<file path="src/rtl/regfile_wb_arbiter.sv">
// Register-file write-port arbiter: in-order writeback (P) vs long-latency writeback (L),
// with an anti-starvation wait counter, a busy scoreboard for ID, and a registered write stage.
module regfile_wb_arbiter #(
  parameter int MAX_WAIT = 4,
  parameter int CNT_W    = 4
) (
  input  logic        clk,
  input  logic        rst,
  input  logic        p_valid,
  input  logic [4:0]  p_addr,
  input  logic [31:0] p_data,
  output logic        p_ready,
  input  logic        l_valid,
  input  logic [4:0]  l_addr,
  input  logic [31:0] l_data,
  output logic        l_ready,
  input  logic        issue_en,
  input  logic [4:0]  issue_addr,
  input  logic [4:0]  chk_addr_1,
  input  logic [4:0]  chk_addr_2,
  output logic        busy_1,
  output logic        busy_2,
  output logic        write_en,
  output logic [4:0]  write_addr,
  output logic [31:0] write_data
);

  localparam logic [CNT_W-1:0] MAX_CNT = CNT_W'(MAX_WAIT);

  logic [CNT_W-1:0] r_wait_cnt;
  logic [31:0]      r_busy;
  logic             r_wen_p1;
  logic [4:0]       r_waddr_p1;
  logic [31:0]      r_wdata_p1;

  logic             w_l_win;
  logic             w_wr_go;
  logic [4:0]       w_wr_addr;
  logic [31:0]      w_wr_data;
  logic [31:0]      w_busy_nxt;

  // Stage p0: arbitration; L only beats P once it has waited MAX_WAIT cycles
  always_comb begin
    w_l_win = l_valid && (!p_valid || (r_wait_cnt == MAX_CNT));
    l_ready = !rst && w_l_win;
    p_ready = !rst && p_valid && !w_l_win;
  end

  always_comb begin
    w_wr_addr = l_ready ? l_addr : p_addr;
    w_wr_data = l_ready ? l_data : p_data;
    w_wr_go   = (p_ready || l_ready) && (w_wr_addr != 5'd0);
  end

  // Issue is applied after the L clear so a same-address collision stays busy
  always_comb begin
    w_busy_nxt = r_busy;
    if (l_ready)
      w_busy_nxt[l_addr] = 1'b0;
    if (issue_en && (issue_addr != 5'd0))
      w_busy_nxt[issue_addr] = 1'b1;
  end

  always_ff @(posedge clk) begin
    if (rst)
      r_wait_cnt <= '0;
    else if (!l_valid || l_ready)
      r_wait_cnt <= '0;
    else if (r_wait_cnt != MAX_CNT)
      r_wait_cnt <= r_wait_cnt + CNT_W'(1);
  end

  always_ff @(posedge clk) begin
    if (rst)
      r_busy <= '0;
    else
      r_busy <= w_busy_nxt;
  end

  // Stage p1: registered write port
  always_ff @(posedge clk) begin
    if (rst) begin
      r_wen_p1   <= 1'b0;
      r_waddr_p1 <= '0;
      r_wdata_p1 <= '0;
    end else begin
      r_wen_p1 <= w_wr_go;
      if (w_wr_go) begin
        r_waddr_p1 <= w_wr_addr;
        r_wdata_p1 <= w_wr_data;
      end
    end
  end

  assign busy_1     = !rst && (chk_addr_1 != 5'd0) && r_busy[chk_addr_1];
  assign busy_2     = !rst && (chk_addr_2 != 5'd0) && r_busy[chk_addr_2];
  assign write_en   = r_wen_p1;
  assign write_addr = r_waddr_p1;
  assign write_data = r_wdata_p1;

endmodule

</file>
<file path="config.mk">
export PLATFORM = sky130hd
export DESIGN_NAME = regfile_wb_arbiter
export DESIGN_NICKNAME = d
export VERILOG_FILES = /design/src/rtl/regfile_wb_arbiter.sv
export SDC_FILE = /design/constraint.sdc
export NUM_CORES = 1
export LEC_CHECK = 0
export CORE_UTILIZATION = 46
export DETAILED_ROUTE_END_ITERATION = 12
export PLACE_DENSITY = 0.81
export SKIP_LAST_GASP = 1
export SLEW_MARGIN = 10
export SYNTH_ARGS = -nofsm -noshare
export SYNTH_HDL_FRONTEND = slang
export SYNTH_SLANG_ARGS = --single-unit
</file>
<file path="constraint.sdc">
create_clock -name clk -period 2.7 [get_ports clk]
set_clock_uncertainty 0.15 [all_clocks]
set_input_delay 0.405 -clock clk [delete_from_list [all_inputs] [get_ports clk]]
set_output_delay 0.405 -clock clk [all_outputs]
set_load 0.01 [all_outputs]
</file>
==> impl_summary.log <==
[metrics] status: completed
[metrics] Initial DRT Pass Iterations: 4
[metrics] path class of the lowest-slack min-delay path: register to register
[metrics] IR drop worst, VDD: 0.274 mV
[metrics] floorplan die height: 93.9 µm
[metrics] library cell with the largest summed area after synthesis: sky130_fd_sc_hd__dfxtp_1
[metrics] Die Width: 93.9 µm
[metrics] global-route wire length before repair: about 20000 µm
[metrics] minimum setup slack after placement: -0.438 ns
[metrics] WP data arrival: 2.08 ns
[metrics] smallest hold slack: 0.328 ns
[metrics] most frequent standard cell in the layout excluding fill and tap cells: sky130_fd_sc_hd__clkdlybuf4s50_1
[metrics] worst reg2reg path depth: 8
[metrics] DR DRC count: 0
[metrics] leakage power summed over all cells: 2.12 nW
[metrics] number of vias in the routed layout: 4202
[metrics] synthesis-stage register bit count: 74
[metrics] critical-path maximum fanout: 2
[metrics] most frequent cells in the layout: sky130_fd_sc_hd__clkdlybuf4s50_1, sky130_fd_sc_hd__nand2_1, sky130_fd_sc_hd__dfxtp_1, sky130_fd_sc_hd__a21oi_1, sky130_fd_sc_hd__o21ai_0
[metrics] TritonCTS Buffers: 9
[metrics] Max-cap violations: 0
[metrics] setup violators final: 0
[metrics] initial antenna violation count: 0
[metrics] Detail Route Antenna Nets: 0
[metrics] number of levels the H-tree was split into: 3
[metrics] startpoint of the worst hold path: write_addr[1]$_SDFFE_PP0P_
[metrics] number of standard cells in the final layout excluding fillers: 727
[metrics] pin count of the biggest net entering global routing: 40
[metrics] total standard cell area after synthesis: 0.00389 mm²
[metrics] root buffer selected by CTS: sky130_fd_sc_hd__clkbuf_8
[metrics] period utilisation layout: 97.6%
[metrics] number of inserted filler cells in the final layout: between 600 and 700
[metrics] share of synthesized registers carrying an async set or reset: 0%
[metrics] Final GP Congestion: 0.953
[metrics] number of enable flip-flop cells after synthesis: 0
[metrics] category of the most critical setup path: primary input to output pin
[metrics] number of nets at the end of the flow: just over 700
[metrics] quantity of hold-fixing buffers added after cts: 0
[metrics] Power Dens Cells: 491 mW/mm²
[metrics] minimum clock period after layout: ~2.6 ns
[metrics] synth-to-layout area growth: 47.8%
[metrics] row cnt: 33
[metrics] CP endpoint kind: output pin
[metrics] final core area utilization: 69.9%
[metrics] starting density of the core: roughly 47%
[metrics] RR Endpoint: write_data[3]$_SDFFE_PP0P_
[metrics] worst skew pair latency: 0.35 ns
[metrics] final count of pins violating max slew: 0
[metrics] startpoint of the lowest-slack register-to-register path: r_wait_cnt[0]$_SDFFE_PP0N_
[metrics] share of layout cells above drive strength 1: 12.5%
[metrics] internal reg-to-reg setup slack: 0.43 ns
[metrics] DRT iter0 DRCs: 314
[metrics] total of buffers placed on input and output ports: 135
[metrics] syn_area_per_cell: between 8 and 9 µm²
[metrics] Wirelength per Cell: roughly 18 µm
[metrics] synthesized netlist net count: about 580
[metrics] top cells by area, synth: sky130_fd_sc_hd__dfxtp_1, sky130_fd_sc_hd__nand2_1, sky130_fd_sc_hd__a21oi_1
[metrics] setup TNS: 0 ns
[metrics] total congestion overflow: 0
[metrics] final wirelength: 12900 µm
[metrics] gate count after technology mapping: 480
[metrics] number of instances on the worst hold path: 2
[metrics] maximum count of clock buffers along a single path: 2
[metrics] Total Die Area: 0.00882 mm²
[metrics] synth warn: 0
[metrics] sequential cell area fraction in the yosys report: 38.1%
[metrics] number of different library cells in the post-synthesis netlist: 47
[metrics] most common flop cell mapped by yosys: sky130_fd_sc_hd__dfxtp_1
[metrics] per-cell via count in the routed design: 5.78
[metrics] antenna fix cells: 0
[metrics] hold worst-path end: write_addr[1]$_SDFFE_PP0P_
[metrics] critical path startpoint category: primary input
[metrics] unrepaired setup endpoints after global routing: no
[metrics] Worst Max-Slew Pin Slew: between 0.6 and 0.7 ns
[metrics] top-area cell type share of the netlist area: 38.1%
[metrics] Top-Level Pins: 136
[metrics] final count of hold timing violations: 0
[metrics] maximum clock frequency: 379 MHz
[metrics] clock-pin slew reported for the worst setup and hold paths after clock tree synthesis: 0.07 ns
[metrics] sink count of the clock tree: 74
[metrics] via count of the first global-routing pass: 3978
[metrics] clock tree from TritonCTS: built
[metrics] area of the placeable core: 0.00822 mm²
[metrics] DPL Wire Length: between 9000 and 10000 µm
[metrics] DP Cell Count: 709
[metrics] Worst Slack Setup Final: around 0.064 ns
[metrics] required time of the worst setup path: around 2.1 ns
[metrics] global router's overall resource usage: between 20% and 30%
[metrics] remaining max-slew budget at the tightest pin: 53.5%
## layout make-up
type	instances	area [µm²]	area share (%)
multi-input combinational	362	2230	38.8
timing repair buffer	163	1630	28.3
sequential	74	1480	25.8
clock buffer	12	155	2.70
tap	105	131	2.29
clock inverter	4	97.6	1.70
inverter	7	26.3	0.457
## sequential cells by signal (all words and copies together), names as in the netlist
name and flops:
write_en 1, r_busy 32, r_wait_cnt 4, write_addr 5, write_data 32
## synth_stat cells (all sizes together) (3+ instances only)
cell and instances:
a211oi 3, a21o 5, a21oi 72, a221oi 3, a311oi 34, buf 18
clkbuf 19, dfxtp 74, inv 7, mux2 3, mux2i 13, mux4 7
nand2 113, nand2b 10, nand3 4, nand4b 5, nor2 17, nor2b 6
nor3 4, o21ai 37, or3 4
## power breakdown
group | internal [mW] | switching [mW] | total [mW]
registers | 1.14 | 0.0333 | 1.18
logic | 0.317 | 0.249 | 0.566
clock network | 0.665 | 0.412 | 1.08
total | 2.13 | 0.695 | 2.82
## worst max-delay path: stages
cell	delay, ns
sky130_fd_sc_hd__dlygate4sd2_1	0.25
sky130_fd_sc_hd__mux4_2	0.51
sky130_fd_sc_hd__nor2b_1	0.14
sky130_fd_sc_hd__a211o_1	0.26
sky130_fd_sc_hd__a31oi_1	0.16
sky130_fd_sc_hd__nor3_1	0.05
sky130_fd_sc_hd__dlygate4sd2_1	0.30
## how the worst max path moves through the flow
stage	startpoint	end	cells after the start
after floorplan	chk_addr_2[2]	busy_2	6
after global placement	chk_addr_2[0]	busy_2	8
after detailed placement	chk_addr_2[0]	busy_2	8
after CTS	chk_addr_1[1]	busy_1	8
after global routing	r_busy[4]$_SDFF_PP0_	busy_2	6
final	chk_addr_2[2]	busy_2	7
## logic make-up after synthesis
kind of cell	share of synthesized area, %
AO/OA/AOI/OAI	26.8
AND/OR/NAND/NOR	20.7
buffers and inverters	5.28
flip-flops	38.1
XOR/XNOR	0.225
adder cells (fa/ha/maj)	0.644
multiplexers	8.27
## stage by stage
stage | power (mW) | cell area [µm²]
floorplan | 1.43 | 3890
global placement | 1.74 | 5430
detailed placement | 1.76 | 5430
CTS | 2.82 | 5690
global route | 2.92 | 5750
finish | 2.82 | 5750
## timing repair
action / CTS / global route
setup endpoints to repair: 2 / 3
pin swaps: 1 / 0
endpoints found under the hold margin: 0 / 0
gates cloned: 0 / 1
gates resized for setup: 8 / 11
setup buffers: 0 / 1
## per-layer routing
metal / part of all wire (%) / GRT usage [%] / up-vias / routed length, µm
li1: - / - / 2002 / -
met1: 41 / 38.7 / 1991 / 5270
met2: 48 / 46.2 / 177 / 6190
met3: 7.9 / 5.50 / 32 / 1020
met4: 3.1 / 12.7 / 0 / 405
met5: 0 / 0 / - / 0
No activity file was read; power rests on OpenSTA's default activity.
